## src/rtl/l2_localmem_sweeper.sv

```systemverilog
// l2_localmem_sweeper: post-reset invalidation sweep and flush engine that writes back dirty L2 lines and invalidates every set.
module l2_localmem_sweeper #(
  parameter int L2_SETS    = 512,
  parameter int L2_WAYS    = 8,
  parameter int TAG_BITS   = 15,
  parameter int STATE_BITS = 3,
  parameter int LINE_BITS  = 128,
  parameter int MODIFIED   = 3,
  parameter int INVALID    = 0,
  localparam int WAY_BITS  = $clog2(L2_WAYS),
  localparam int SET_BITS  = $clog2(L2_SETS)
) (
  input  logic                            clk,
  input  logic                            rst,
  input  logic                            flush_req,
  output logic                            init_done,
  output logic                            flush_done,
  output logic                            busy,
  output logic                            mem_rd_en,
  output logic                            mem_wr_rst,
  output logic [SET_BITS-1:0]             mem_set,
  input  logic [L2_WAYS*TAG_BITS-1:0]     mem_rd_tag,
  input  logic [L2_WAYS*STATE_BITS-1:0]   mem_rd_state,
  input  logic [L2_WAYS*LINE_BITS-1:0]    mem_rd_line,
  output logic                            wb_valid,
  input  logic                            wb_ready,
  output logic [TAG_BITS+SET_BITS-1:0]    wb_addr,
  output logic [LINE_BITS-1:0]            wb_line
);
  typedef enum logic [2:0] {INIT, READY, RD, CAP, WB, INV, NEXT} state_t;
  state_t state, state_n;
  logic [SET_BITS-1:0] cnt, cnt_n;
  logic [L2_WAYS-1:0] mask, mask_n, dirty;
  logic [TAG_BITS-1:0] tag_q [L2_WAYS];
  logic [LINE_BITS-1:0] line_q [L2_WAYS];
  logic [WAY_BITS-1:0] way;
  logic last;
  assign last = cnt == SET_BITS'(L2_SETS - 1);
  // a line needs writeback only when it is both valid and modified
  always_comb begin
    dirty = '0;
    for (int i = 0; i < L2_WAYS; i++)
      dirty[i] = mem_rd_state[i*STATE_BITS +: STATE_BITS] != STATE_BITS'(INVALID) &&
                 mem_rd_state[i*STATE_BITS +: STATE_BITS] == STATE_BITS'(MODIFIED);
  end
  always_comb begin
    way = '0;
    for (int i = L2_WAYS - 1; i >= 0; i--)
      if (mask[i]) way = WAY_BITS'(i);
  end
  always_comb begin
    state_n = state;
    cnt_n   = cnt;
    mask_n  = mask;
    case (state)
      INIT: begin
        cnt_n   = cnt + 1'b1;
        state_n = last ? READY : INIT;
      end
      READY: if (flush_req) begin
        cnt_n   = '0;
        state_n = RD;
      end
      RD: state_n = CAP;
      CAP: begin
        mask_n  = dirty;
        state_n = |dirty ? WB : INV;
      end
      WB: if (wb_ready) begin
        mask_n[way] = 1'b0;
        state_n     = |mask_n ? WB : INV;
      end
      INV: state_n = NEXT;
      NEXT: begin
        cnt_n   = last ? cnt : cnt + 1'b1;
        state_n = last ? READY : RD;
      end
      default: state_n = INIT;
    endcase
  end
  always_ff @(posedge clk or negedge rst) begin
    if (!rst) begin
      state     <= INIT;
      cnt       <= '0;
      mask      <= '0;
      init_done <= 1'b0;
      for (int i = 0; i < L2_WAYS; i++) begin
        tag_q[i]  <= '0;
        line_q[i] <= '0;
      end
    end else begin
      state <= state_n;
      cnt   <= cnt_n;
      mask  <= mask_n;
      if (state == INIT && last) init_done <= 1'b1;
      if (state == CAP)
        for (int i = 0; i < L2_WAYS; i++) begin
          tag_q[i]  <= mem_rd_tag[i*TAG_BITS +: TAG_BITS];
          line_q[i] <= mem_rd_line[i*LINE_BITS +: LINE_BITS];
        end
    end
  end
  // state resets to INIT, so mem_wr_rst is gated to stay low while reset is held
  assign mem_wr_rst = rst && (state == INIT || state == INV);
  assign mem_rd_en  = state == RD;
  assign mem_set    = cnt;
  assign busy       = state != READY;
  assign flush_done = state == NEXT && last;
  assign wb_valid   = state == WB;
  assign wb_addr    = {tag_q[way], cnt};
  assign wb_line    = line_q[way];
endmodule

```

## config.mk

```make
export PLATFORM = sky130hd
export DESIGN_NAME = l2_localmem_sweeper
export DESIGN_NICKNAME = d
export VERILOG_FILES = /design/src/rtl/l2_localmem_sweeper.sv
export SDC_FILE = /design/constraint.sdc
export NUM_CORES = 2
export LEC_CHECK = 0
export CAP_MARGIN = 10
export CORE_AREA = 10 10 509 511
export DETAILED_ROUTE_END_ITERATION = 10
export DIE_AREA = 0 0 519 521
export GPL_TIMING_DRIVEN = 0
export HOLD_SLACK_MARGIN = 0.05
export PLACE_DENSITY = 0.43
export SYNTH_ARGS = -nofsm -noshare
export SYNTH_HDL_FRONTEND = slang
export SYNTH_SLANG_ARGS = --single-unit
```

## constraint.sdc

```tcl
create_clock -name clk -period 2.35 [get_ports clk]
set_input_delay 0.47 -clock clk [delete_from_list [all_inputs] [get_ports clk]]
set_output_delay 0.47 -clock clk [all_outputs]
set_load 0.05 [all_outputs]
```

==> impl_results.md <==
* Status: complete, but fails checks
* Failing checks: setup timing
* Post-Syn Nets at 7,342
* Vias in the first global route at roughly 56,000
* Cell with the most instances after synthesis: nand2_1
* DRC errors left at 0
* Mux share of post-synthesis cell area at ~2.6%
* Core area at 248,200 um2
* Layout cells sized above 1 at between 10% and 20%
* Filler Cells Inserted at ~26,000
* Top cells by area, synth: dfrtp_1 56%, nand2_1 27%, a22oi_1 2.8%
* Initial antenna violation count at around 150
* Psw at between 0.06 and 0.07 W
* Initial Util at around a fifth
* Hold Path Class: input pin to flop
* Routed len/inst at approximately 37 um
* Total Wirelength at between 400 and 500 mm
* Antenna Violating Nets Remaining at 0
* Detailed Place HPWL at 319.6 mm
* I/O pins at about 1,300
* Max-cap violations at 0
* Row cnt at between 150 and 200
* Synth cell count leaders: 3,648 x nand2_1, 1,165 x dfrtp_1, 340 x clkbuf_1
* Pins Over Slew Limit at 0
* #FFs+latches synth at roughly 1,200
* Global-route usage over all layers at between 20% and 30%
* Post-route worst setup slack at -1750 ps
* DR pass1 iterations at 6
* Utilization after layout at between 30% and 40%
* Critical path endpoint category: output port
* DP Area at 71,600 um2
* Int Power at about 0.07 W
* First-pass GRT wire length at 539.4 mm
* Synthesized-area fraction occupied by adder cells at less than 1%
* Die area at about 270,000 um2
* Crit Path Category: flop to output port
* Fmax at 0.2439 GHz
* Register share of total power at a little over a quarter
* Cts bufs inserted at 147
* P per Cell Area at approximately 1600 nW/um2
* Clock share of power at about 17%
* GP Congestion at roughly 0.90
* Net Sw Frac at 47.15%
* Reg clk slew, reported paths at 60 ps
* Simple-Gate Fraction of Synth Area at approximately 28%
* H-tree Lvls at 4
* Required @ worst endpoint at 1880 ps
* Largest family of logic cells by synthesized area: simple AND/OR/NAND/NOR gates
* Largest net degree at the start of global routing at 160
* Seq. cell area at between 20,000 and 30,000 um2
* Sequential area share after synthesis at between 50% and 60%
* Final Skew at between 20 and 25 ps
* Ys async rst share at 100.0%
* Worst Path Max Fanout at 5
* EDFF count, synth at 0
* Synthesized instance count at 6,168
* Yosys Warn Count at 0
* Initial DRC count at 5,811
* Clk sink count at ~1,200
* Max-slew headroom at around 19%
* Area leader, netlist: dfrtp_1
* CTS tree: built
* Worst-Margin Slew at about 1200 ps
* Mean Syn Cell Area at roughly 8.4 um2
* Finished Cell Area at around 84,000 um2
* Startpoint Class: flop
* Root Buffer: clkbuf_16
* Overall power at around 0.13 W
* Die height at ~520 um
* CTS Buffer Depth at 3
* Final nets at just over 9,000
* Port bufs at about 1,300
* Setup TNS at -290,490 ps
* Combinational group share of total power at a little under three fifths
* Netlist cell types at a little under 60
* Compound-Gate Fraction of Synth Area at under 10%
* Final period utilization at 174.5%
* Max VDD drop at roughly 880 uV
* Final min period at 4100 ps
* Final setup fails at 397
* Unrepaired setup endpoints after global routing: yes
* Area occupied by multi-input gates at ~24,000 um2
* Mapped Area at ~52,000 um2
* Vias at roughly 55,000
* Synth Area in XOR/XNOR at 0.1018%
* Chip width at 519 um
* Final hold vios at 0
* Area Growth Syn to Fin at 63.28%
* Post-synth top flop: dfrtp_1
* Leak Pwr at roughly 40 nW
* Synth top area share at between 50% and 60%
* Crit path arrival time at between 3000 and 4000 ps
* Clock Latency Late Sink at roughly 840 ps
* Via density at 4.841
* GR Overflow Total at 0
-- metal layers --
metal	routed length (um)	part of all wire (%)	global-route usage (%)
met1	171000	41	37.23
met2	191800	46	47.39
met3	37930	9.0	8.866
met4	18500	4.4	11.15
met5	616	0.15	0
-- cell families (layout without fill, tap and decap cells) --
logic type	after synthesis	count (layout)
and+or+nand+nor	3799	3799
adders and majority gates	2	2
DFF	1165	1165
AOI/OAI and AO/OA	638	638
other	0	52
muxes	129	129
buffers and inverters	429	2335
xor gates and xnor gates	6	6
-- cells in the final DEF, fill, tap and decap left out, drive strengths merged, types with 22 or more instances in the layout --
| cell type | synthesis | layout |
|---|---|---|
| a211o | 45 | 45 |
| a21oi | 89 | 89 |
| a221oi | 40 | 40 |
| a222oi | 56 | 56 |
| a22oi | 191 | 191 |
| buf | 83 | 555 |
| clkbuf | 341 | 556 |
| clkdlybuf4s50 | 0 | 1170 |
| dfrtp | 1165 | 1165 |
| diode | 0 | 52 |
| mux2 | 32 | 32 |
| mux2i | 97 | 97 |
| nand2 | 3648 | 3648 |
| nor2 | 100 | 100 |
| o211ai | 79 | 79 |
| o21ai | 22 | 22 |
| o221ai | 62 | 62 |
-- metrics by stage --
step / std cells / hold WS (ps) / worst slack, ps
finish: 11460 / 163.4 / -1750
CTS: 11340 / 93.51 / -1867
floorplan: 6168 / 174.4 / -450.7
global placement: 10840 / 452.6 / -61400
detailed placement: 10890 / 365.0 / -2947
global route: 11430 / 130.9 / -1860
-- what timing repair did --
item / CTS / global route
pin swaps: 127 / 210
endpoints found under the setup margin: 1432 / 1189
setup buffers: 186 / 79
gates cloned: 12 / 12
hold endpoints to repair: 256 / 124
resized for setup: 2058 / 298
hold buffers: 3 / 1
-- power by group through the flow --
stage / logic [W] / clock network [W] / registers [W]
6_report: 0.0747 / 0.0232 / 0.0368
5_1_grt: 0.0783 / 0.0244 / 0.0377
2_1_floorplan: 0.0328 / 0 / 0.0341
4_1_cts: 0.0725 / 0.0236 / 0.0362
3_5_place_dp: 0.0619 / 0 / 0.0360
3_3_place_gp: 0.0603 / 0 / 0.0362
-- worst paths after layout --
path | to | start | cells after the start | slack (ps)
hold reg to reg | tag_q[15] | tag_q[15] | 2 | 470
setup reg to reg | mask[5] | mask[1] | 12 | -70
max in group asynchronous | line_q[873] | rst | 7 | -520
setup / recovery | wb_line[110] | mask[6] | 10 | -1750
hold / removal | line_q[761] | mem_rd_line[377] | 3 | 160
min in group asynchronous | line_q[911] | rst | 4 | 550
-- flip-flops by register name, summed over array words and instances (netlist names) --
name / cells
state: 3
line_q: 1024
tag_q: 120
init_done: 1
mem_set: 9
mask: 8
-- critical path: stages, from the launching register on --
cell	delay [ps]
dfrtp_2	410
nand2b_4	150
a21o_1	190
buf_6	140
buf_12	120
buf_16	150
buf_6	120
mux2_4	290
a222oi_1	760
o221ai_2	230
buf_6	220
-- area by class of cell --
cell class,instances,share of cell area [%]
well taps,3330,4.943
plain buffers,402,4.085
inverters,5,0.05344
flip-flops and latches,1165,34.60
clock buffers,221,5.113
diodes,52,0.1544
repair buffers,1670,22.52
multi-input cells,4574,27.97
clock inverters,37,0.5611
Power figures use the tool's default switching activity.
